==> src/rtl/inst_fetch_unit_pkg.sv <==
// Shared constants and types for the instruction fetch unit.
// The FETCH_ALIGN_CHECK_EN build option is consumed in inst_fetch_unit.sv.
package inst_fetch_unit_pkg;

  localparam int DATAWIDTH      = 32;
  localparam int INST_MEM_SIZE  = 1024;
  localparam int INST_BYTES     = 4;
  localparam logic [DATAWIDTH-1:0] RESET_PC_DEFAULT = '0;

  typedef struct packed {
    logic [DATAWIDTH-1:0] pc;
    logic [31:0]          inst;
  } fq_entry_t;

  function automatic logic [DATAWIDTH-1:0] word_align(input logic [DATAWIDTH-1:0] addr);
    return {addr[DATAWIDTH-1:2], 2'b00};
  endfunction

endpackage

==> src/rtl/inst_fetch_unit_if.sv <==
// Fetch-side bus bundle: instruction memory port, redirect request and
// decode handshake. master = fetch unit, slave = memory/decode/branch side.
interface inst_fetch_unit_if;
  import inst_fetch_unit_pkg::*;

  logic [DATAWIDTH-1:0] inst_addr;
  logic [31:0]          inst_rdata;
  logic                 redirect_valid;
  logic [DATAWIDTH-1:0] redirect_pc;
  logic                 out_valid;
  logic                 out_ready;
  logic [31:0]          out_inst;
  logic [DATAWIDTH-1:0] out_pc;

  modport master (
    output inst_addr,
    input  inst_rdata,
    input  redirect_valid,
    input  redirect_pc,
    output out_valid,
    input  out_ready,
    output out_inst,
    output out_pc
  );

  modport slave (
    input  inst_addr,
    output inst_rdata,
    output redirect_valid,
    output redirect_pc,
    input  out_valid,
    output out_ready,
    input  out_inst,
    input  out_pc
  );

endinterface

==> src/rtl/inst_fetch_unit_fetch_queue.sv <==
// Synchronous FIFO of {pc, inst} entries with simultaneous push/pop and flush.
// Storage is not reset; the head is qualified by the caller using o_empty.
module inst_fetch_unit_fetch_queue
  import inst_fetch_unit_pkg::*;
#(
  parameter int DEPTH = 2
) (
  input  logic                         clk,
  input  logic                         rst,
  input  logic                         i_flush,
  input  logic                         i_push,
  input  logic                         i_pop,
  input  fq_entry_t                    i_wdata,
  output fq_entry_t                    o_head,
  output logic [$clog2(DEPTH+1)-1:0]   o_count,
  output logic                         o_full,
  output logic                         o_empty
);

  localparam int PW = $clog2(DEPTH);
  localparam int CW = $clog2(DEPTH+1);

  fq_entry_t        r_mem [DEPTH];
  logic [PW-1:0]    r_wr_ptr;
  logic [PW-1:0]    r_rd_ptr;
  logic [CW-1:0]    r_count;

  always_ff @(posedge clk or posedge rst) begin
    if (rst) begin
      r_wr_ptr <= '0;
      r_rd_ptr <= '0;
      r_count  <= '0;
    end else if (i_flush) begin
      r_wr_ptr <= '0;
      r_rd_ptr <= '0;
      r_count  <= '0;
    end else begin
      if (i_push) r_wr_ptr <= r_wr_ptr + PW'(1);
      if (i_pop)  r_rd_ptr <= r_rd_ptr + PW'(1);
      case ({i_push, i_pop})
        2'b10:   r_count <= r_count + CW'(1);
        2'b01:   r_count <= r_count - CW'(1);
        default: r_count <= r_count;
      endcase
    end
  end

  // Push into a full queue is legal when a pop happens in the same cycle:
  // the read sees the old slot contents before the write lands.
  always_ff @(posedge clk) begin
    if (i_push && !i_flush) r_mem[r_wr_ptr] <= i_wdata;
  end

  assign o_head  = r_mem[r_rd_ptr];
  assign o_count = r_count;
  assign o_full  = (r_count == CW'(DEPTH));
  assign o_empty = (r_count == '0);

endmodule

==> src/rtl/inst_fetch_unit.sv <==
// Instruction fetch unit: owns the PC, fetches from a zero-latency memory and
// queues {pc, inst} for decode. Build option: FETCH_ALIGN_CHECK_EN.
module inst_fetch_unit
  import inst_fetch_unit_pkg::*;
#(
  parameter int                   FQ_DEPTH = 2,
  parameter logic [DATAWIDTH-1:0] RESET_PC = RESET_PC_DEFAULT
) (
  input  logic               clk,
  input  logic               rst,
  input  logic               fetch_en,
  inst_fetch_unit_if.master  bus,
  output logic               misalign_err
);

  localparam int CW = $clog2(FQ_DEPTH+1);

  logic [DATAWIDTH-1:0] r_pc;
  logic [DATAWIDTH-1:0] w_redirect_target;
  logic                 w_halt;
  logic                 w_enq;
  logic                 w_deq;
  logic [CW-1:0]        w_count;
  logic                 w_full;
  logic                 w_empty;
  fq_entry_t            w_head;
  fq_entry_t            w_wdata;

`ifdef FETCH_ALIGN_CHECK_EN
  logic r_halt;
  logic r_misalign;

  // A misaligned target parks fetch until software redirects somewhere sane.
  always_ff @(posedge clk or posedge rst) begin
    if (rst) begin
      r_halt     <= 1'b0;
      r_misalign <= 1'b0;
    end else if (bus.redirect_valid) begin
      if (bus.redirect_pc[1:0] != 2'b00) begin
        r_halt     <= 1'b1;
        r_misalign <= 1'b1;
      end else begin
        r_halt     <= 1'b0;
      end
    end
  end

  assign w_halt            = r_halt;
  assign misalign_err      = r_misalign;
  assign w_redirect_target = bus.redirect_pc;
`else
  assign w_halt            = 1'b0;
  assign misalign_err      = 1'b0;
  assign w_redirect_target = word_align(bus.redirect_pc);
`endif

  assign w_deq   = bus.out_valid & bus.out_ready & ~bus.redirect_valid;
  assign w_enq   = fetch_en & ~bus.redirect_valid & ~w_halt & (~w_full | w_deq);
  assign w_wdata = '{pc: r_pc, inst: bus.inst_rdata};

  always_ff @(posedge clk or posedge rst) begin
    if (rst)                     r_pc <= RESET_PC;
    else if (bus.redirect_valid) r_pc <= w_redirect_target;
    else if (w_enq)              r_pc <= r_pc + DATAWIDTH'(INST_BYTES);
  end

  inst_fetch_unit_fetch_queue #(
    .DEPTH (FQ_DEPTH)
  ) u_fetch_queue (
    .clk     (clk),
    .rst     (rst),
    .i_flush (bus.redirect_valid),
    .i_push  (w_enq),
    .i_pop   (w_deq),
    .i_wdata (w_wdata),
    .o_head  (w_head),
    .o_count (w_count),
    .o_full  (w_full),
    .o_empty (w_empty)
  );

  assign bus.inst_addr = r_pc;
  assign bus.out_valid = (w_count != '0);
  assign bus.out_inst  = w_empty ? 32'h0 : w_head.inst;
  assign bus.out_pc    = w_empty ? '0 : w_head.pc;

endmodule

==> src/flat_wrapper.sv <==
// flat-port wrapper written by rule: the top's interface ports become plain ports
module inst_fetch_unit_flat import inst_fetch_unit_pkg::*;
#(
  parameter int                   FQ_DEPTH = 2,
  parameter logic [DATAWIDTH-1:0] RESET_PC = RESET_PC_DEFAULT
)
  (clk, rst, fetch_en, misalign_err, bus_inst_addr, bus_inst_rdata, bus_redirect_valid, bus_redirect_pc, bus_out_valid, bus_out_ready, bus_out_inst, bus_out_pc);
  inst_fetch_unit_if bus_i ();
  input  logic clk;
  input  logic rst;
  input  logic fetch_en;
  output logic misalign_err;
  output wire logic [$bits(bus_i.inst_addr)-1:0] bus_inst_addr;
  input wire logic [$bits(bus_i.inst_rdata)-1:0] bus_inst_rdata;
  input wire logic [$bits(bus_i.redirect_valid)-1:0] bus_redirect_valid;
  input wire logic [$bits(bus_i.redirect_pc)-1:0] bus_redirect_pc;
  output wire logic [$bits(bus_i.out_valid)-1:0] bus_out_valid;
  input wire logic [$bits(bus_i.out_ready)-1:0] bus_out_ready;
  output wire logic [$bits(bus_i.out_inst)-1:0] bus_out_inst;
  output wire logic [$bits(bus_i.out_pc)-1:0] bus_out_pc;
  assign bus_inst_addr = bus_i.inst_addr;
  assign bus_i.inst_rdata = bus_inst_rdata;
  assign bus_i.redirect_valid = bus_redirect_valid;
  assign bus_i.redirect_pc = bus_redirect_pc;
  assign bus_out_valid = bus_i.out_valid;
  assign bus_i.out_ready = bus_out_ready;
  assign bus_out_inst = bus_i.out_inst;
  assign bus_out_pc = bus_i.out_pc;
  inst_fetch_unit #(.FQ_DEPTH(FQ_DEPTH), .RESET_PC(RESET_PC)) u_core (.clk(clk), .rst(rst), .fetch_en(fetch_en), .bus(bus_i), .misalign_err(misalign_err));
endmodule
==> config.mk <==
export PLATFORM = sky130hd
export DESIGN_NAME = inst_fetch_unit_flat
export DESIGN_NICKNAME = d
export VERILOG_FILES = /design/src/rtl/inst_fetch_unit_pkg.sv /design/src/rtl/inst_fetch_unit_if.sv /design/src/rtl/inst_fetch_unit_fetch_queue.sv /design/src/rtl/inst_fetch_unit.sv /design/src/flat_wrapper.sv
export SDC_FILE = /design/constraint.sdc
export NUM_CORES = 1
export LEC_CHECK = 0
export BUFFER_PORTS_ARGS = -buffer_cell sky130_fd_sc_hd__buf_2
export CORE_MARGIN = 1
export CORE_UTILIZATION = 48
export CTS_CLUSTER_DIAMETER = 40
export DETAILED_ROUTE_END_ITERATION = 10
export PLACE_DENSITY = 0.77
export SETUP_SLACK_MARGIN = 0.2
export SLEW_MARGIN = 20
export SYNTH_ARGS = -nofsm -noshare
export SYNTH_HDL_FRONTEND = slang
export SYNTH_SLANG_ARGS = --single-unit
==> constraint.sdc <==
create_clock -name clk -period 6 [get_ports clk]
set_input_delay 0 -clock clk [delete_from_list [all_inputs] [get_ports clk]]
set_output_delay 0 -clock clk [all_outputs]
set_load 0.005 [all_outputs]
Yosys cells after proc, flatten, opt, wreduce, memory -nomap -nowiden
Memories as Yosys holds them, arrays and structs flattened. Index checks and enable logic that the tools add are counted.

Equality and inequality tests: 3. Add/sub/neg operators: 5. Order comparisons: 0. Reduce and logical (&&, ||, !) cells: 7. Bitwise gates (word level): 7. Multiply operators: 0. Shifts and indexed selects: 0. Mux-type cells: 12. Div/mod/pow operators: 0.

Operator list (number): two-way mux 32 bit (4); adder 32 x 3 -> 32 bit (second input constant) (1); two-way mux 1 bit (6); nonzero test 2 bit (3); AND 1 bit (4); equality test 2 bit (second input constant) (2); one-hot mux 2 bit (2 select lines) (1); nonzero test 3 bit (1); adder 1 bit (second input constant) (2); adder 2 x 1 -> 2 bit (second input constant) (1); equality test 2 x 1 -> 1 bit (second input constant) (1); logical NOT 2 bit (1); two-way mux 2 bit (1); inverter 1 bit (2); subtractor 2 x 1 -> 2 bit (second input constant) (1); logical AND 1 bit (1); logical NOT 1 bit (1); OR 1 bit (1).

Output and inout bits: 98. Bits in read-only memories: 0. Bits in writable memories: 128. Input bits: 69. Memories kept: 1. Flip-flop bits (word level): 36. Latch bits: 0.

Memory list: u_core.u_fetch_queue.r_mem (depth 2, bits a word 64, read ports 1, clocked after Yosys merged registers in 0, write ports 1, RTL line inst_fetch_unit_fetch_queue.sv:23) `fq_entry_t r_mem [DEPTH];`.

Longest topological paths before layout
Depth after elaboration: 8. Mapped depth: 7. Mapped depth without buffers: 5.

Cells and area by module
Synthesis repeated with hierarchy kept, for this count alone.

Cell total of the unflattened synthesis: 523. Area, all modules: 7432.1 um^2.

Modules (own cells, without submodules): inst_fetch_unit_fetch_queue (area an instance 5042.3 um^2, times used 1, sequential area each 3943.8 um^2, cells each 221); inst_fetch_unit (area an instance 2389.8 um^2, times used 1, sequential area each 750.7 um^2, cells each 302).

Worst setup path before layout
OpenSTA, ideal clock, no wires.

Path kind: reg2reg. From: register u_core.u_fetch_queue.r_count[1], in the netlist u_core.u_fetch_queue.o_count[1]. To: memory u_core.u_fetch_queue.r_mem[1][0] in the netlist's numbering (enable). Slack: -125 ps. Setup time: 571 ps. Clock period less this slack: 6125 ps. Stages on the path, launching flop included: 6. Arrival: 5554 ps. Cells stage by stage: dfrtp_1 clkbuf_1 or3b_2 buf_2 nand2_1 nor3b_1.

Cells in the longest elaborated chain, start to end: 8. Elaborated cells on any way between the ends: 10.

Ends and longest elaborated chain: start, declared (RTL line inst_fetch_unit_fetch_queue.sv:26) `logic [CW-1:0] r_count;`; start signal, assigned (RTL line inst_fetch_unit_fetch_queue.sv:41) `2'b10: r_count <= r_count + CW'(1);`; start signal, assigned (RTL line inst_fetch_unit_fetch_queue.sv:42) `2'b01: r_count <= r_count - CW'(1);`; start signal, assigned (RTL line inst_fetch_unit_fetch_queue.sv:43) `default: r_count <= r_count;`; nonzero test 2 bit (RTL line inst_fetch_unit.sv:83) `assign bus.out_valid = (w_count != '0);`; AND 1 bit (2 in a row) (RTL line inst_fetch_unit.sv:57) `assign w_deq = bus.out_valid & bus.out_ready & ~bus.redirect_valid;`; OR 1 bit * (RTL line inst_fetch_unit.sv:58) `assign w_enq = fetch_en & ~bus.redirect_valid & ~w_halt & (~w_full | w_deq);`; AND 1 bit * (RTL line inst_fetch_unit.sv:58); logical AND 1 bit * (RTL line inst_fetch_unit_fetch_queue.sv:51) `if (i_push && !i_flush) r_mem[r_wr_ptr] <= i_wdata;`; two-way mux 1 bit * (RTL line inst_fetch_unit_fetch_queue.sv:51); two-way mux 1 bit (implied by the code) * (RTL line inst_fetch_unit_fetch_queue.sv:51); end, declared (RTL line inst_fetch_unit_fetch_queue.sv:23).

Mark *: on every way between the ends. The rest lies on a longest branch, timed or not.

Final worst setup path
From: register u_core.r_pc[8], in the netlist u_core.bus.inst_addr[8]. To: register u_core.r_pc[20], in the netlist u_core.bus.inst_addr[20].

Cells in the longest elaborated chain, start to end: 3.

Ends and longest elaborated chain: start, declared (RTL line inst_fetch_unit.sv:18) `logic [DATAWIDTH-1:0] r_pc;`; start signal, assigned (RTL line inst_fetch_unit.sv:63) `else if (bus.redirect_valid) r_pc <= w_redirect_target;`; start signal, assigned (RTL line inst_fetch_unit.sv:64) `else if (w_enq) r_pc <= r_pc + DATAWIDTH'(INST_BYTES);`; adder 32 x 3 -> 32 bit (RTL line inst_fetch_unit.sv:64); two-way mux 32 bit (RTL line inst_fetch_unit.sv:64); two-way mux 32 bit (RTL line inst_fetch_unit.sv:63).

Every way passes these cells. The select of a mux whose other input is x is not followed. A chain may end at the register's enable or synchronous reset.

==> key figures <==
Status
  • Status: finished, final reports clean

Worst setup path
  • Crit path max fanout: 20
  • Req. time, crit path: 6300 ps
  • Worst Setup End Kind: flop
  • WP data arrival: 2860 ps
  • Startpoint Class: flop
  • Kind of critical path: reg -> reg
  • Worst r2r path cells: 4

Timing
  • Hold Violations, Final: 0
  • Period utilization: 42.6%
  • PnR worst setup slack: 3450 ps
  • Relative slew slack: 24.8%
  • Final setup violation count: 0
  • Max Freq: 391 MHz
  • Skew final: 9.93 ps
  • Tightest Pin Transition: 1130 ps
  • Final Max Tran Viols: 0
  • Period minus WS final: 2550 ps
  • RSZ-0062 raised after global routing: no
  • Setup TNS: 0 ps

Floorplanning
  • # rows: 42
  • Boundary pin count: 167
  • Die area: 14500 µm²
  • Die Y: 120 µm
  • Initial Util: 50.0%
  • Core area: 13500 µm²
  • Die width: 120 µm

Synth
  • Top FF cell, synth: edfxtp_1
  • Yosys top cell by area: edfxtp_1
  • Syn avg cell area: 13.3 µm²
  • Seq cells post-synth: 158
  • Sequential area share after synthesis: 68.0%
  • Area contributors post-synth: edfxtp_1 55%, dfrtp_1 13%, mux2i_1 9.7%
  • Ys async rst share: 21.5%
  • Post-Synthesis Cells: 507
  • Area fraction of the dominant cell type after synthesis: 55.3%
  • Netlist Area Pre-Place: 6730 µm²
  • Synth Warn #: 0
  • Distinct cells, synth: 38
  • Post-synth EDFFs: 124

Layout
  • Most frequent cells in the layout: 159 x buf_2, 124 x edfxtp_1, 81 x nor2_1, 65 x mux2i_1, 64 x dlygate4sd3_1
  • Fillcell total: 1018
  • Area growth from synthesis to layout: 31.8%
  • Antenna Cells: 0
  • Final #Nets: 791
  • Most common cell after layout, fill and taps aside: buf_2
  • Layout cell share with drive strength beyond 1: 26.8%

Clock network
  • Worst-skew pair later-pin latency: 410 ps
  • CTS tree: built
  • CTS buffer count: 17
  • CTS root buffer: clkbuf_16
  • Reg clk slew, reported paths: 60 ps
  • Post-CTS Hold Fix Bufs: 64
  • Post-CTS Setup Repair Bufs: 0
  • Sink Count: 158
  • CTS H-Tree Depth: 4
  • Longest Clk Path Bufs: 2
  • Post-CTS Resized: 0

Route
  • Residual DRC: 0
  • Drt initial violations: 383
  • DR pass1 iterations: 5
  • Drt via density: 5.44
  • Total number of vias: 4952
  • WL final: 15400 µm
  • Antenna viol nets, final: 0
  • Drt wl/cell: 16.9 µm

Placement
  • GPL Wtd Cong: 0.803
  • Count of input and output buffers: 159
  • Post-DP HPWL: 9190 µm
  • Post-Place Setup Slack: 3600 ps

Global routing
  • Vias in the first global route: 4889
  • Largest net degree at the start of global routing: 64
  • Global route overflow: 0
  • First-pass GRT wire length: 23900 µm
  • Initial antenna violation count: 0
  • Tot GR Track Use: 21.7%

Worst hold path
  • Worst hold stages: 3
  • HP Class: in -> reg

Job
  • Max_cap viols: 0

Power
  • Pwr Density: 297 nW/µm²
  • Peak VDD IR: 0.000181 V
  • Leakage power: 3.42 nW
==> state kept, by name, summed over array words and instances, names as in the netlist <==
register                       cells
u_core.bus.inst_addr              30
u_core.u_fetch_queue.o_count       2
u_core.u_fetch_queue.r_mem       124
u_core.u_fetch_queue.r_rd_ptr      1
u_core.u_fetch_queue.r_wr_ptr      1
==> path summary, 6_finish.rpt <==
check / start / to / slack, ps
max: u_core.bus.inst_addr[8] / u_core.bus.inst_addr[20] / 3450
min: fetch_en / u_core.u_fetch_queue.o_count[0] / 50
max reg2reg: u_core.bus.inst_addr[8] / u_core.bus.inst_addr[20] / 3450
min reg2reg: u_core.bus.inst_addr[24] / u_core.u_fetch_queue.r_mem[0][56] / 570
max in group asynchronous: rst / u_core.u_fetch_queue.r_rd_ptr / 5400
min in group asynchronous: rst / u_core.bus.inst_addr[30] / 250
==> synthesized netlist by cell type (all sizes together) (12+ instances only) <==
| master | number |
|---|---|
| or4 | 16 |
| nor2 | 82 |
| mux2i | 65 |
| nand2 | 25 |
| edfxtp | 124 |
| o21ai | 14 |
| buf | 13 |
| o31ai | 12 |
| dfrtp | 34 |
| clkbuf | 23 |
| nand4 | 14 |
| a31oi | 14 |
==> routing by layer <==
layer  vias up  global-route usage, %  wire length, µm
li1       2304                      -                -
met1      2410                   26.6             6210
met2       208                   36.7             7950
met3        30                   4.20              868
met4         0                   10.6              350
met5         -                      0                0
==> worst max-delay path, cell delays in order, from the launching register on <==
cell and delay (ps):
dfrtp_1 530, nand4_1 290, or3_1 710, or4_1 630
a31oi_1 280
==> metrics by stage <==
stage | total power [W] | hold slack [ps] | area (µm²) | util [%] | instances
floorplan | 0.00147 | 98.9 | 6750 | - | 511
global placement | 0.00158 | 125 | 7660 | 56.9 | 814
detailed placement | 0.00160 | 126 | 7660 | 56.9 | 814
CTS | 0.00264 | 33.0 | 8870 | 65.9 | 910
global route | 0.00273 | 45.0 | 8870 | 65.9 | 910
finish | 0.00263 | 49.9 | 8870 | 65.9 | 910
==> logic make-up (layout without fill, tap and decap cells) <==
logic type      count (synthesis)  after routing  synth area share, %
xor+xnor                       14             14                 1.82
compound gates                 48             48                 4.61
simple gates                  178            178                 13.0
other cells                     1              5               0.0557
flops                         158            158                 68.0
mux                            65             65                 9.67
fa+ha+maj                       1              1                0.186
buf+inv                        42            265                 2.68
==> final cells by class <==
type | instances | area, µm² | share of cell area (%)
inverters | 6 | 22.5 | 0.254
multi-input cells | 311 | 2010 | 22.7
well taps | 176 | 220 | 2.48
clock inverters | 7 | 61.3 | 0.691
repair buffers | 227 | 1470 | 16.5
clock buffers | 25 | 507 | 5.71
flip-flops and latches | 158 | 4580 | 51.6
==> power by group <==
part	total [W]	switching, W	internal, W
clock	0.00102	0.000397	0.000625
combinational	0.000284	0.000140	0.000144
sequential	0.00133	0.0000735	0.00125
total	0.00263	0.000610	0.00202
Note: power is estimated with default switching activity, not from simulation.
